[src/rtl/tail_light_ctrl_if.sv]
// Lamp-request and lamp-drive signals shared between the switch/debounce
// logic (master) and the tail-light sequencer (slave).
interface tail_light_ctrl_if;
  logic       left_req;
  logic       right_req;
  logic       hazard_req;
  logic       brake;
  logic [2:0] left_light;
  logic [2:0] right_light;
  logic       busy;

  modport master (
    output left_req, right_req, hazard_req, brake,
    input  left_light, right_light, busy
  );

  modport slave (
    input  left_req, right_req, hazard_req, brake,
    output left_light, right_light, busy
  );
endinterface

[src/rtl/tail_light_ctrl.sv]
// Tail-light sequencer: arbitrates turn/hazard requests, steps the active
// bank(s) through 001-011-111-000 every TICK_DIV cycles, overlays brake.
module tail_light_ctrl #(
  parameter int TICK_DIV = 4
) (
  input  logic              clk,
  input  logic              reset_n,
  tail_light_ctrl_if.slave  bus
);

  localparam int PW = (TICK_DIV > 1) ? $clog2(TICK_DIV) : 1;

  typedef enum logic [1:0] {
    IDLE   = 2'd0,
    LEFT   = 2'd1,
    RIGHT  = 2'd2,
    HAZARD = 2'd3
  } mode_t;

  mode_t         mode;
  mode_t         req_mode;
  logic [1:0]    step;
  logic [PW-1:0] prescaler;
  logic          tick;
  logic [2:0]    pattern;
  logic [2:0]    brake_val;

  assign tick = (prescaler == PW'(TICK_DIV - 1));

  // Both turn switches at once is treated as a hazard request.
  always_comb begin
    req_mode = IDLE;
    if (bus.hazard_req || (bus.left_req && bus.right_req))
      req_mode = HAZARD;
    else if (bus.left_req)
      req_mode = LEFT;
    else if (bus.right_req)
      req_mode = RIGHT;
  end

  always_ff @(posedge clk or negedge reset_n) begin
    if (!reset_n) begin
      mode      <= IDLE;
      step      <= 2'd0;
      prescaler <= '0;
    end else begin
      case (mode)
        IDLE: begin
          prescaler <= '0;
          step      <= 2'd0;
          mode      <= req_mode;
        end
        LEFT, RIGHT, HAZARD: begin
          // Hazard preempts a turn sequence immediately; everything else
          // waits for the end of the current sequence.
          if (mode != HAZARD && req_mode == HAZARD) begin
            mode      <= HAZARD;
            step      <= 2'd0;
            prescaler <= '0;
          end else if (tick) begin
            prescaler <= '0;
            if (step == 2'd3) begin
              mode <= req_mode;
              step <= 2'd0;
            end else begin
              step <= step + 2'd1;
            end
          end else begin
            prescaler <= prescaler + PW'(1);
          end
        end
        default: begin
          mode      <= IDLE;
          step      <= 2'd0;
          prescaler <= '0;
        end
      endcase
    end
  end

  always_comb begin
    case (step)
      2'd0:    pattern = 3'b001;
      2'd1:    pattern = 3'b011;
      2'd2:    pattern = 3'b111;
      default: pattern = 3'b000;
    endcase
  end

  assign brake_val = bus.brake ? 3'b111 : 3'b000;

  assign bus.left_light  = (mode == LEFT  || mode == HAZARD) ? pattern : brake_val;
  assign bus.right_light = (mode == RIGHT || mode == HAZARD) ? pattern : brake_val;
  assign bus.busy        = (mode != IDLE);

endmodule

[src/flat_wrapper.sv]
// flat-port wrapper written by rule: the top's interface ports become plain ports
module tail_light_ctrl_flat 
#(
  parameter int TICK_DIV = 4
)
  (clk, reset_n, bus_left_req, bus_right_req, bus_hazard_req, bus_brake, bus_left_light, bus_right_light, bus_busy);
  tail_light_ctrl_if bus_i ();
  input  logic clk;
  input  logic reset_n;
  input wire logic [$bits(bus_i.left_req)-1:0] bus_left_req;
  input wire logic [$bits(bus_i.right_req)-1:0] bus_right_req;
  input wire logic [$bits(bus_i.hazard_req)-1:0] bus_hazard_req;
  input wire logic [$bits(bus_i.brake)-1:0] bus_brake;
  output wire logic [$bits(bus_i.left_light)-1:0] bus_left_light;
  output wire logic [$bits(bus_i.right_light)-1:0] bus_right_light;
  output wire logic [$bits(bus_i.busy)-1:0] bus_busy;
  assign bus_i.left_req = bus_left_req;
  assign bus_i.right_req = bus_right_req;
  assign bus_i.hazard_req = bus_hazard_req;
  assign bus_i.brake = bus_brake;
  assign bus_left_light = bus_i.left_light;
  assign bus_right_light = bus_i.right_light;
  assign bus_busy = bus_i.busy;
  tail_light_ctrl #(.TICK_DIV(TICK_DIV)) u_core (.clk(clk), .reset_n(reset_n), .bus(bus_i));
endmodule
[config.mk]
export PLATFORM = sky130hd
export DESIGN_NAME = tail_light_ctrl_flat
export DESIGN_NICKNAME = d
export VERILOG_FILES = /design/src/rtl/tail_light_ctrl_if.sv /design/src/rtl/tail_light_ctrl.sv /design/src/flat_wrapper.sv
export SDC_FILE = /design/constraint.sdc
export NUM_CORES = 1
export LEC_CHECK = 0
export ABC_AREA = 1
export CAP_MARGIN = 10
export CORE_AREA = 2 2 39 41
export DETAILED_ROUTE_END_ITERATION = 16
export DIE_AREA = 0 0 41 43
export GPL_ROUTABILITY_DRIVEN = 0
export MAX_ROUTING_LAYER = met4
export PLACE_DENSITY = 0.58
export SLEW_MARGIN = 20
export SYNTH_ARGS = -nofsm -noshare
export SYNTH_HDL_FRONTEND = slang
export SYNTH_SLANG_ARGS = --single-unit
[constraint.sdc]
create_clock -name clk -period 1.6 [get_ports clk]
set_clock_uncertainty 0.1 [all_clocks]
set_input_delay 0.32 -clock clk [delete_from_list [all_inputs] [get_ports clk]]
set_output_delay 0.32 -clock clk [all_outputs]
set_load 0.02 [all_outputs]
==> results of run 1 <==
-- cell usage in the layout (no fill, tap or decap), drive strengths merged --
cell type,synthesis,layout
nor2,2,2
or2,3,3
ha,4,4
a21oi,1,1
buf,0,14
clkbuf,0,4
nand4,2,2
inv,7,7
dlymetal6s2s,0,1
xnor2,1,1
dfrtp,6,6
nand3,1,1
o21ai,6,6
nand2,14,14
nor3,1,1
clkdlybuf4s50,0,4
-- state kept, by name, summed over array words and instances (netlist names) --
signal and flops:
u_core.mode 2, u_core.prescaler 2, u_core.step 2
-- metrics by stage --
stage / setup TNS (ns) / util (%)
after floorplan: -0.0972 / -
after global placement: -2.35 / 42.7
after detailed placement: -2.46 / 42.7
after CTS: -0.0624 / 43.4
after global routing: -0.132 / 46.1
final: 0 / 46.1
-- kinds of logic after synthesis --
kind of cell | Yosys count | share of synthesized area [%]
and+or+nand+nor | 23 | 31.1
AOI/OAI and AO/OA | 7 | 9.75
buffers and inverters | 7 | 6.60
DFF | 6 | 37.7
adders and majority gates | 4 | 12.6
xor gates and xnor gates | 1 | 2.20
-- Yosys cell counts --
master	count	area (sq um)
nand2_1	11	41.3
dfrtp_1	6	150
inv_1	6	22.5
o21ai_0	6	30.0
ha_1	4	50.1
nand2_4	2	22.5
nand4_1	2	12.5
nor2_1	2	7.51
or2_2	2	12.5
a21oi_2	1	8.76
inv_2	1	3.75
nand2_2	1	6.26
nand3_2	1	10.0
nor3_1	1	5.00
or2_1	1	6.26
xnor2_1	1	8.76
-- path summary, 6_finish.rpt --
| kind | startpoint | endpoint | depth (start not counted) |
|---|---|---|---|
| setup reg to reg | u_core.step[0]$_DFFE_PN0P_ | u_core.mode[0]$_DFFE_PN0P_ | 7 |
| min in group clk | u_core.prescaler[0]$_DFF_PN0_ | u_core.prescaler[0]$_DFF_PN0_ | 1 |
| setup / recovery | u_core.step[0]$_DFFE_PN0P_ | bus_left_light[1] | 4 |
| hold / removal | reset_n | u_core.step[0]$_DFFE_PN0P_ | 1 |
| max in group asynchronous | reset_n | u_core.mode[0]$_DFFE_PN0P_ | 1 |
| hold reg to reg | u_core.prescaler[0]$_DFF_PN0_ | u_core.prescaler[0]$_DFF_PN0_ | 1 |
-- what timing repair did --
action / CTS / global route
pin swaps: 2 / 2
buffers inserted: 0 / 1
endpoints found under the setup margin: 7 / 7
resized for setup: 40 / 18
-- metal layers --
| layer | vias to the layer above | share of wire, % | GRT usage, % |
|---|---|---|---|
| met4 | 0 | 0 | 6.00 |
| met5 | - | 0 | - |
| met3 | 0 | 7.6 | 3.14 |
| met1 | 168 | 41 | 13.3 |
| li1 | 202 | - | - |
| met2 | 19 | 51 | 17.5 |
-- report_power, final --
part | internal [mW] | total [mW] | switching (mW) | leakage (nW)
sequential | 0.205 | 0.239 | 0.0338 | 0.0764
combinational | 0.308 | 0.682 | 0.374 | 0.242
clock | 0.0844 | 0.132 | 0.0473 | 0.0138
-- layout make-up --
cell class                      instances  area (sq um)  share of cell area (%)
Timing Repair Buffer                   20           166                    26.1
Multi-Input combinational cell         35           253                    39.6
Inverter                                7          26.3                    4.12
Sequential cell                         6           150                    23.5
Clock buffer                            3          22.5                    3.53
Tap cell                               16          20.0                    3.14
==> out/metrics.cfg, run 1 <==
[global_routing]
grt_max_degree = 7
antenna_found_initial = 0
grt_pass1_vias = 368
grt_usage_pct = 11.6
gr-total-overflow = 0
grt_pass1_wl_mm = 1.36

[synth]
syn_inst = 48
ys_warn_count = 0
netlist_area_sq_um = 398
syn_avg_cell_area_sq_um = 8.29
syn_nets = 58
synthDistinctLibCells = 16
ys_ff_latch = 6
ys_seq_area_share_pct = 37.7

[setup_path]
end_kind = primary output
crit_path_top_delay_cell = dfrtp_1
max_stage_delay_ns = 0.40
critPathArrivalTime_ns = 1.17
path_max_fanout = 3
required_ns = 1.18
path_cells = inv_2 -> ha_4 -> o21ai_2 -> buf_6
startpoint_type = flip-flop
regToRegSetupSlack_ns = 0.21
path_buf_inv = 2
cp_top_family = flip-flops
crit_type = reg2out

[timing]
finalSetupViolCount = 0
worst_pin_slew_ns = 0.256
finalCriticalPeriod_ns = 1.59
fin_crit_sh_pct = 99.6
whs_ns = 0.217
hold_viol = 0
setup_ws_ns = 0.00601
rsz0062_at_grt = true
max_freq_mhz = 627
final_max_slew_viol_count = 0
slew_headroom_pct = 82.9

[floorplan]
core-area_sq_um = 1380
initial_core_util_pct = 28.8
die_width_um = 41
die_area_sq_um = 1760
row_count = 14
fp.dieH_um = 43
io_pins = 13

[detailed_routing]
drt_iter0_markers = 4
wl_per_cell_um = 9.37
ant_nets = 0
drc_errors = 0
routed_wl_um = 815
dr.pass1.iters = 4
num_vias = 389
viasPerCell = 4.47

[power_and_ir_drop]
leakagePower_nw = 0.332
peakVddDrop_uv = 935
power_mw = 1.05
p_per_area_nw_per_um2 = 1650

[cts]
htree_levels = 1
clkTransAtPathRegs_ns = 0.04
clock_latency_ns = 0.24
clk_path_buf_depth = 2
cts_buffers = 3
ctsHoldBuffers = 0
cts.sinks = 6
clockRootBuffer = clkbuf_4
cts_tree = done

[outcome]
outcome = finished, final reports clean

[placed_design]
post_dp_cell_area_sq_um = 591
port_buffers = 12
dp.cells = 83
dp_slack_ns = -0.419
place_hpwl_um = 655

[final_layout]
nFillCells = 138
drive_gt1_share_pct = 52.1
fin_nets = 83
antennaDiodeCount = 0
design_area_sq_um = 638
syn_to_final_growth_pct = 60.4
stdcell_count = 87

[run]
cap_violations = 0

[min_path]
worstHoldPathType = in2async

(Power assumes the default switching activity.)
==> inputs of run 2 (changes only) <==
- CAP_MARGIN: 10 -> not set
==> results of run 2 <==
The final DEF is identical to that of run 1; final timing and power are the same.
==> inputs of run 3 (changes only) <==
- CAP_MARGIN: not set -> 25
==> results of run 3 <==
The final DEF is identical to that of run 1; final timing and power are the same.
